===== config.mk =====
export PLATFORM = sky130hd
export DESIGN_NAME = rf_write_arbiter
export DESIGN_NICKNAME = d
export VERILOG_FILES = /design/src/rtl/rf_write_arbiter.sv
export SDC_FILE = /design/constraint.sdc
export NUM_CORES = 1
export LEC_CHECK = 0
export ABC_AREA = 1
export BUFFER_PORTS_ARGS = -buffer_cell sky130_fd_sc_hd__buf_2
export CORE_MARGIN = 8
export CORE_UTILIZATION = 39
export CTS_CLUSTER_SIZE = 16
export DETAILED_ROUTE_END_ITERATION = 12
export GPL_TIMING_DRIVEN = 1
export PLACE_DENSITY = 0.89
export REMOVE_ABC_BUFFERS = 1
export SLEW_MARGIN = 20
export SYNTH_ARGS = -nofsm -noshare
export SYNTH_HDL_FRONTEND = slang
export SYNTH_SLANG_ARGS = --single-unit

===== constraint.sdc =====
create_clock -name clk -period 1.9 [get_ports clk]
set_input_delay 0.475 -clock clk [delete_from_list [all_inputs] [get_ports clk]]
set_output_delay 0.475 -clock clk [all_outputs]
set_load 0.02 [all_outputs]

===== src/rtl/rf_write_arbiter.sv =====
// ============================================================================
// Module      : rf_write_arbiter
// Description : Round-robin arbiter that shares the single register-file
//               write port between NREQ requesters via valid/ready. The
//               winning write is registered, giving one write per cycle at
//               a latency of one cycle. The quiesce input blocks new grants
//               so that in-flight writes can drain.
//               Optional macro RF_WRITE_BYPASS_EN forwards the write being
//               committed this cycle onto the read ports when addresses match.
// Revision    : 1.0 - initial release
// ============================================================================
`default_nettype none

module rf_write_arbiter #(
    parameter int NREQ = 2,
    parameter int AW   = 2,
    parameter int DW   = 8
) (
    input  logic               clk,
    input  logic               rst_n,
    input  logic [NREQ-1:0]    req_valid,
    input  logic [NREQ*AW-1:0] req_addr,
    input  logic [NREQ*DW-1:0] req_data,
    output logic [NREQ-1:0]    req_ready,
    input  logic               quiesce,
    output logic               rf_we,
    output logic [AW-1:0]      rf_waddr,
    output logic [DW-1:0]      rf_wdata,
    output logic               idle,
    input  logic [AW-1:0]      rd_addr_a,
    input  logic [AW-1:0]      rd_addr_b,
    input  logic [DW-1:0]      rf_rdata_a,
    input  logic [DW-1:0]      rf_rdata_b,
    output logic [DW-1:0]      rd_data_a,
    output logic [DW-1:0]      rd_data_b
);

    // Pointer / select width; at least one bit so NREQ=1 stays legal.
    localparam int PW = (NREQ > 1) ? $clog2(NREQ) : 1;

    logic [PW-1:0]   r_ptr;
    logic [PW-1:0]   w_ptr_next;
    logic [PW-1:0]   w_sel;
    logic            w_any;
    logic [NREQ-1:0] w_grant;
    logic [AW-1:0]   w_sel_addr;
    logic [DW-1:0]   w_sel_data;

    logic            r_we;
    logic [AW-1:0]   r_waddr;
    logic [DW-1:0]   r_wdata;

    // Round-robin search: walk offsets from the farthest back to the nearest
    // so the requester closest to the pointer is the one left selected.
    always_comb begin
        w_sel = '0;
        w_any = 1'b0;
        if (!quiesce) begin
            for (int k = NREQ - 1; k >= 0; k--) begin
                for (int i = 0; i < NREQ; i++) begin
                    if ((((int'(r_ptr) + k) % NREQ) == i) && req_valid[i]) begin
                        w_sel = PW'(i);
                        w_any = 1'b1;
                    end
                end
            end
        end
    end

    // One-hot grant for the selected requester; suppressed while reset is held.
    always_comb begin
        w_grant = '0;
        if (w_any) begin
            w_grant[w_sel] = 1'b1;
        end
    end

    assign req_ready  = w_grant & {NREQ{rst_n}};
    assign w_sel_addr = req_addr[w_sel*AW +: AW];
    assign w_sel_data = req_data[w_sel*DW +: DW];

    // Next pointer is the requester after the winner, wrapping modulo NREQ.
    generate
        if (NREQ == 1) begin : g_single_req
            assign w_ptr_next = '0;
        end else begin : g_multi_req
            assign w_ptr_next = (w_sel == PW'(NREQ - 1)) ? '0 : (w_sel + PW'(1));
        end
    endgenerate

    // Priority pointer advances only on an accepted write.
    always_ff @(posedge clk or negedge rst_n) begin
        if (!rst_n) begin
            r_ptr <= '0;
        end else if (w_any) begin
            r_ptr <= w_ptr_next;
        end
    end

    // Output stage: register the accepted write; address/data hold when idle.
    always_ff @(posedge clk or negedge rst_n) begin
        if (!rst_n) begin
            r_we    <= 1'b0;
            r_waddr <= '0;
            r_wdata <= '0;
        end else begin
            r_we <= w_any;
            if (w_any) begin
                r_waddr <= w_sel_addr;
                r_wdata <= w_sel_data;
            end
        end
    end

    assign rf_we    = r_we;
    assign rf_waddr = r_waddr;
    assign rf_wdata = r_wdata;
    assign idle     = quiesce & ~r_we;

`ifdef RF_WRITE_BYPASS_EN
    // Forward the write committing this cycle so a same-register read sees it.
    assign rd_data_a = (r_we && (rd_addr_a == r_waddr)) ? r_wdata : rf_rdata_a;
    assign rd_data_b = (r_we && (rd_addr_b == r_waddr)) ? r_wdata : rf_rdata_b;
`else
    // Read addresses go straight to the register file; no local use here.
    logic w_unused_rd_addr;
    assign w_unused_rd_addr = ^{rd_addr_a, rd_addr_b};
    assign rd_data_a        = rf_rdata_a;
    assign rd_data_b        = rf_rdata_b;
`endif

endmodule

`default_nettype wire


==> results of run 1 <==
## final cells by class
| type | count | share of cell area |
|---|---|---|
| multi-input cells | 59 | 0.271 |
| flip-flops and latches | 12 | 0.310 |
| repair buffers | 45 | 0.250 |
| clock buffers | 4 | 0.0374 |
| inverters | 25 | 0.0968 |
| well taps | 27 | 0.0348 |
## cell usage after synthesis, drive strengths merged
| master | count |
|---|---|
| buf | 21 |
| dfrtp | 12 |
| inv | 25 |
| nand2 | 33 |
| nand3 | 20 |
| nor2 | 4 |
| o21ai | 2 |
## path summary, 6_finish.rpt
check / cells after the start / slack [ns] / endpoint
worst min register to register: 2 / 0.48 / rf_waddr[1]
worst min-delay path: 2 / 0.13 / rf_we
min in group clk: 2 / 0.48 / rf_waddr[1]
max in group asynchronous: 2 / 1.61 / rf_wdata[0]
worst max-delay path: 6 / 0.23 / req_ready[0]
worst max register to register: 7 / 0.85 / rf_wdata[0]
## sequential cells by signal, indices dropped and copies added (netlist names)
signal,flops
rf_wdata,8
rf_waddr,2
r_ptr,1
rf_we,1
## kinds of logic after synthesis
kind of cell,count (synthesis),share of synthesized area
compound gates,2,0.0169
flops,12,0.369
buf+inv,46,0.308
simple gates,57,0.306
## worst max-delay path: cells and delay by family, from the launching register on
kind	cells	cell delay, ns
buf+inv	2	0.23
flops	1	0.38
simple gates	4	0.32
## placed cells by master, fill, tap and decap left out
master | netlist | routed
buf_2 | 2 | 38
nand2_1 | 32 | 32
inv_1 | 22 | 22
nand3_1 | 20 | 20
dfrtp_1 | 12 | 12
buf_4 | 18 | 7
inv_2 | 3 | 3
nor2_1 | 3 | 3
clkbuf_4 | 0 | 3
o21ai_2 | 1 | 1
nor2_4 | 1 | 1
nand2_2 | 1 | 1
o21ai_0 | 1 | 1
clkbuf_8 | 0 | 1
## per-stage QoR
step           worst slack [ns]  instance area, um^2  hold WS [ns]  utilization
6_report                  0.233                  970         0.132        0.494
5_1_grt                   0.144                  970         0.139        0.494
4_1_cts                   0.196                  970         0.125        0.494
3_5_place_dp              0.332                  933         0.432        0.476
3_3_place_gp              0.340                  933         0.423        0.476
2_1_floorplan             0.198                  657         0.179            -
## where the power goes
part	internal, uW	switching (uW)
combinational	81.2	133
sequential	289	15.9
clock	116	88.1
## per-layer routing
metal / wire, um / up-vias / global-route usage
met5: 0 / - / 0.0469
li1: - / 383 / -
met1: 1000 / 350 / 0.159
met2: 1030 / 49 / 0.185
met3: 334 / 0 / 0.0793
met4: 0 / 0 / 0.0487
==> reports/metrics.csv, run 1 <==
metric;value;unit
cts_tree;built;
syn_area_per_cell;6.95;um^2
setup_tns;0;ns
crit_type;flop to primary output;
start_util;0.415;
clk_pin_slew_worst_paths;0.08;ns
drc_errors;0;
fillers;221;
rsz0062_at_grt;no;
core_area;1960;um^2
wl_per_cell;13.7;um
final_max_slew_viol_count;0;
die_h;61.7;um
diodes;0;
cts-buffers-inserted;3;
synth_area;813;um^2
power.leakage;0.000633;uW
cts_max_level;1;
totalWireLength;2.36;mm
via_count;782;
yosys_warnings;0;
arrival;1.19;ns
critPathMaxFanout;4;
cts_buffer_depth;2;
tightest_slew;0.181;ns
ys_seq_area_frac;0.369;
end_kind;primary output;
clock-sinks;12;
synth_top_cells_by_area;dfrtp_1 (37%), buf_4 (17%), nand2_1 (15%), nand3_1 (12%), inv_1 (10%);
relSlewSlack;0.878;
fmax;600;MHz
min_path_type;input port to asynchronous set/reset pin;
cap_violations;0;
clock_latency;0.27;ns
synth-seq-cells;12;
register_area;300;um^2
path_cells;inv_1 -> nand2_1 -> nand2_2 -> nand2_1 -> nor2_1 -> buf_2;
final_cells;172;
placementRows;16;
grt_pass1_vias;801;
post-synth-top-area-cell;dfrtp_1;
cts_resized;0;
post_cts.repair.setup_buffers;0;
clock-root-buffer;clkbuf_4;
globalRouteOverflowTotal;0;
dp_hpwl;1.85;mm
avgViaCountPerCell;4.55;
hold_viol_final;0;
finalPower;723;uW
die-area;3800;um^2
outcome;finished clean;
port_buffers;38;
synth_cell_types;13;
first_iter_violations;18;
place.gp.congestion;0.708;
r2r-start;r_ptr;
cp.required;1.42;ns
grt_pass1_wl;3.66;mm
drive_above_1_share;0.379;
min_period_over_period;0.878;
clock_skew;0.00115;ns
grt_util_all_layers;0.133;
dpl.cell_count;168;
synth_top_area_frac;0.369;
multi_input_area;263;um^2
drtAntennaViolNets;0;
start_kind;flop;
ioPinCount;75;
syn_inst;117;
grt_max_degree;13;
dr.pass1.iters;6;
synthToLayoutAreaGrowth;19.2;%
cts-hold-fix-buffers;0;
die_x;61.7;um
ir_drop;399;uV
max_stage_delay;0.38;ns
antenna_found_initial;0;
crit_start;r_ptr;
crit_path_frequent_cell;nand2_1;
finalNetCount;191;
power.density;746;nW/um^2
cpMaxStageDelayCell;dfrtp_1;
fin_crit;1.67;ns
setup_viol;0;
No activity file was read; power rests on OpenSTA's default activity.
==> inputs of run 2 (changes only) <==
--- a/config.mk
+++ b/config.mk
@@ -7,12 +7,13 @@
 export LEC_CHECK = 0
 export ABC_AREA = 1
 export BUFFER_PORTS_ARGS = -buffer_cell sky130_fd_sc_hd__buf_2
+export CORE_ASPECT_RATIO = 1.2
 export CORE_MARGIN = 8
-export CORE_UTILIZATION = 39
+export CORE_UTILIZATION = 33
 export CTS_CLUSTER_SIZE = 16
 export DETAILED_ROUTE_END_ITERATION = 12
 export GPL_TIMING_DRIVEN = 1
-export PLACE_DENSITY = 0.89
+export PLACE_DENSITY = 0.81
 export REMOVE_ABC_BUFFERS = 1
 export SLEW_MARGIN = 20
 export SYNTH_ARGS = -nofsm -noshare
==> constraint.sdc (replaced) <==
create_clock -name clk -period 1.4 [get_ports clk]
set_input_delay 0.35 -clock clk [delete_from_list [all_inputs] [get_ports clk]]
set_output_delay 0.35 -clock clk [all_outputs]
set_load 0.02 [all_outputs]
==> reports/metrics.csv, run 2 (synthesis results as in run 1) <==
metric;value;unit
outcome;finished, violations left;
violations;negative setup slack;
place.gp.congestion;0.757;
cts-hold-fix-buffers;0;
clock-root-buffer;clkbuf_4;
hold_viol_final;0;
diodes;0;
final_max_slew_viol_count;0;
cap_violations;0;
path_cells;inv_2 -> nand2_2 -> nand2_4 -> nand2_2 -> nor2_2 -> buf_6;
cts_buffer_depth;2;
avgViaCountPerCell;4.46;
critPathMaxFanout;3;
wl_per_cell;13.8;um
fmax;641;MHz
dp_hpwl;1.79;mm
final_area;1040;um^2
end_kind;primary output;
dpl-instance-area;938;um^2
power.leakage;0.000662;uW
cp.required;1.05;ns
fin_util;0.453;
die-area;4320;um^2
crit_type;flop to primary output;
mostFrequentLayoutCells;buf_2 (36), nand2_1 (29), inv_1 (21);
power.density;966;nW/um^2
reg2reg_slack;-0.01;ns
drtAntennaViolNets;0;
placementRows;19;
port_buffers;38;
grt_pass1_wl;3.65;mm
ioPinCount;75;
fillers;252;
clk_pin_slew_worst_paths;0.08;ns
reg2reg_to;rf_waddr[0];
dpl.cell_count;172;
grt_pass1_vias;802;
final_cells;181;
drive_above_1_share;0.433;
die_x;61.3;um
globalRouteOverflowTotal;0;
first_iter_violations;25;
cpMaxStageDelayCell;dfrtp_1;
synthToLayoutAreaGrowth;28.3;%
multi_input_area;278;um^2
clock_latency;0.27;ns
arrival;1.21;ns
antenna_found_initial;0;
totalWireLength;2.49;mm
max_stage_delay;0.39;ns
setup_tns;-0.216;ns
clock-sinks;12;
dr.pass1.iters;4;
die_h;70.4;um
endpoint;req_ready[0];
cts-buffers-inserted;3;
cts_tree;built;
core_area;2310;um^2
finalNetCount;196;
fin_crit;1.56;ns
final_common_cell;buf_2;
grt_util_all_layers;0.109;
grt_max_degree;13;
finalWorstSetupSlack;-0.161;ns
setup_viol;7;
r2r-start;r_ptr;
register_area;300;um^2
drc_errors;0;
start_util;0.353;
relSlewSlack;0.872;
min_path_type;input port to asynchronous set/reset pin;
rr_worst_depth;11;
ir_drop;529;uV
timing.hold.ws;0.00922;ns
start_kind;flop;
crit_path_frequent_cell;nand2_2;
via_count;808;
largest_reg_flops;8;
cts_max_level;1;
min_period_over_period;1.11;
clock_skew;0.00832;ns
tightest_slew;0.190;ns
rsz0062_at_grt;yes;
crit_start;r_ptr;
run 2: cell count changes in the layout (fill, tap and decap cells not counted), sizes merged:
cell	delta
buf	+5
run 2: stage by stage:
stage               worst slack, ns  total power [uW]
global placement             0.0946               708
global route                 -0.213              1080
CTS                         -0.0810              1000
finish                       -0.161              1010
floorplan                   -0.0977               576
detailed placement           0.0953               714
run 2: area by class of cell:
type,instances,area share
clock buffers,4,0.0348
inverters,25,0.0899
flip-flops and latches,12,0.288
repair buffers,50,0.284
multi-input cells,59,0.266
well taps,31,0.0372
run 2: critical path, delay by kind of cell, from the launching register on:
family	cells	cell delay, ns
flip-flops	1	0.39
buffers and inverters	2	0.20
AND/OR/NAND/NOR	4	0.36
run 2: power breakdown:
| part | internal, uW | leakage, uW | switching (uW) | total (uW) |
|---|---|---|---|---|
| clock network | 158 | 0.0000210 | 115 | 272 |
| registers | 392 | 0.000145 | 23.1 | 415 |
| logic | 130 | 0.000496 | 191 | 321 |
| total | 680 | 0.000662 | 328 | 1010 |
run 2: repair_timing:
action / CTS / global route
pin swaps: 1 / 3
endpoints found under the setup margin: 2 / 12
buffers inserted: 4 / 1
resized for setup: 3 / 8
run 2: layer usage:
layer	GRT usage	wire, um	vias up
met4	0.0390	32	0
met3	0.0751	332	4
met5	0.0429	0	-
li1	-	-	398
met1	0.121	907	354
met2	0.155	1220	52
run 2: worst min-delay path by stage:
stage	to	start	depth (start not counted)	slack, ns
6_report	rf_we	rst_n	2	0.009
5_1_grt	rf_we	rst_n	2	0.01
2_1_floorplan	r_ptr	rst_n	0	0.05
3_5_place_dp	rf_we	rst_n	2	0.30
4_1_cts	rf_wdata[2]	rst_n	2	0.007
3_3_place_gp	rf_we	rst_n	2	0.30
==> inputs of run 3 (changes only) <==
--- a/config.mk
+++ b/config.mk
@@ -8,7 +8,7 @@
 export ABC_AREA = 1
 export BUFFER_PORTS_ARGS = -buffer_cell sky130_fd_sc_hd__buf_2
 export CORE_ASPECT_RATIO = 1.2
-export CORE_MARGIN = 8
+export CORE_MARGIN = 2
 export CORE_UTILIZATION = 33
 export CTS_CLUSTER_SIZE = 16
 export DETAILED_ROUTE_END_ITERATION = 12
==> reports/metrics.csv, run 3 (synthesis results as in run 1) <==
metric;value;unit
fmax;677;MHz
drc_errors;0;
end_kind;primary output;
final_common_cell;buf_2;
outcome;finished, violations left;
largest_reg_flops;8;
start_util;0.353;
mostFrequentLayoutCells;buf_2 (36), nand2_1 (30), inv_1 (21);
setup_viol;2;
rsz0062_at_grt;yes;
arrival;1.13;ns
clock-root-buffer;clkbuf_4;
ir_drop;432;uV
drtAntennaViolNets;0;
place.gp.congestion;0.702;
cap_violations;0;
min_period_over_period;1.06;
finalWorstSetupSlack;-0.0777;ns
totalWireLength;2.05;mm
place_worst_setup_slack;0.0926;ns
grt_max_degree;13;
clock_latency;0.26;ns
fin_crit;1.48;ns
reg2reg_to;rf_waddr[0];
ioPinCount;75;
clkPwrFrac;0.222;
cts_max_level;1;
p_sw;313;uW
reg2reg_slack;0.21;ns
dr.pass1.iters;4;
grt_pass1_wl;3.28;mm
cts-buffers-inserted;3;
finalNetCount;194;
p_sw_frac;0.337;
final_max_slew_viol_count;0;
core_area;2310;um^2
cp.required;1.05;ns
clock_skew;0.00341;ns
crit_start;r_ptr;
cts_tree;built;
avgViaCountPerCell;4.32;
start_kind;flop;
violations;negative setup slack;
tightest_slew;0.172;ns
endpoint;req_ready[1];
sequentialPowerShare;0.445;
r2r-start;r_ptr;
die-area;2880;um^2
grt_pass1_vias;743;
crit_type;flop to primary output;
dp_hpwl;1.51;mm
internal_power;615;uW
antenna_found_initial;0;
rr_worst_depth;9;
die_h;58.4;um
port_buffers;38;
clock-sinks;12;
critPathMaxFanout;3;
via_count;769;
clk_pin_slew_worst_paths;0.08;ns
first_iter_violations;6;
power.density;905;nW/um^2
wl_per_cell;11.5;um
relSlewSlack;0.885;
power.leakage;0.000647;uW
finalPower;928;uW
placementRows;19;
hold_viol_final;0;
globalRouteOverflowTotal;0;
cts_buffer_depth;2;
min_path_type;input port to asynchronous set/reset pin;
dpl-instance-area;938;um^2
synthToLayoutAreaGrowth;26.2;%
die_x;49.3;um
final_area;1030;um^2
cts-hold-fix-buffers;0;
grt_util_all_layers;0.156;
diodes;0;
drive_above_1_share;0.422;
pwr-share-comb;0.333;
[run 3: how the worst min path moves through the flow]
stage | startpoint | to | slack [ns] | depth (start not counted)
2_1_floorplan | rst_n | r_ptr | 0.05 | 0
3_3_place_gp | rst_n | r_ptr | 0.31 | 2
3_5_place_dp | rst_n | rf_wdata[3] | 0.31 | 2
4_1_cts | rst_n | rf_wdata[3] | 0.009 | 2
5_1_grt | rst_n | rf_wdata[1] | 0.03 | 2
6_report | rst_n | rf_wdata[3] | 0.03 | 2
[run 3: through the flow]
stage                util  instances  TNS (ns)  hold slack (ns)
finish              0.445        178    -0.149           0.0251
global placement    0.407        172         0            0.310
CTS                 0.423        176    -0.118          0.00949
detailed placement  0.407        172         0            0.312
global route        0.445        178    -0.318           0.0315
floorplan               -         96    -0.104           0.0544
[run 3: critical path: stages, from the launching register on]
cell and delay, ns:
dfrtp_1 0.35, inv_2 0.04, nand2_2 0.07, nand2_4 0.06
buf_4 0.14, nor2_4 0.08, buf_6 0.12
[run 3: area by class of cell]
cell class	instances	area (um^2)
timing repair buffer	48	278
tap	31	38.8
multi-input combinational	59	293
clock buffer	3	22.5
inverter	25	93.8
fill	252	1280
sequential	12	300
[run 3: routing by layer]
| metal | wire (um) | global-route usage | vias to the layer above |
|---|---|---|---|
| met5 | 0 | 0.0741 | - |
| li1 | - | - | 391 |
| met3 | 306 | 0.0964 | 2 |
| met1 | 796 | 0.162 | 320 |
| met2 | 931 | 0.241 | 56 |
| met4 | 13 | 0.0735 | 0 |
[run 3: what timing repair did]
item,in CTS,in global routing
resized for setup,4,9
pin swaps,1,1
endpoints found under the hold margin,0,0
setup endpoints to repair,2,2
buffers inserted,1,2
cloned,0,0
[run 3: power by group through the flow]
stage	Combinational, uW	Sequential [uW]	Clock [uW]
after global routing	343	420	235
after CTS	296	414	228
after floorplan	102	474	0
after detailed placement	289	420	0
after global placement	284	419	0
final	309	413	206
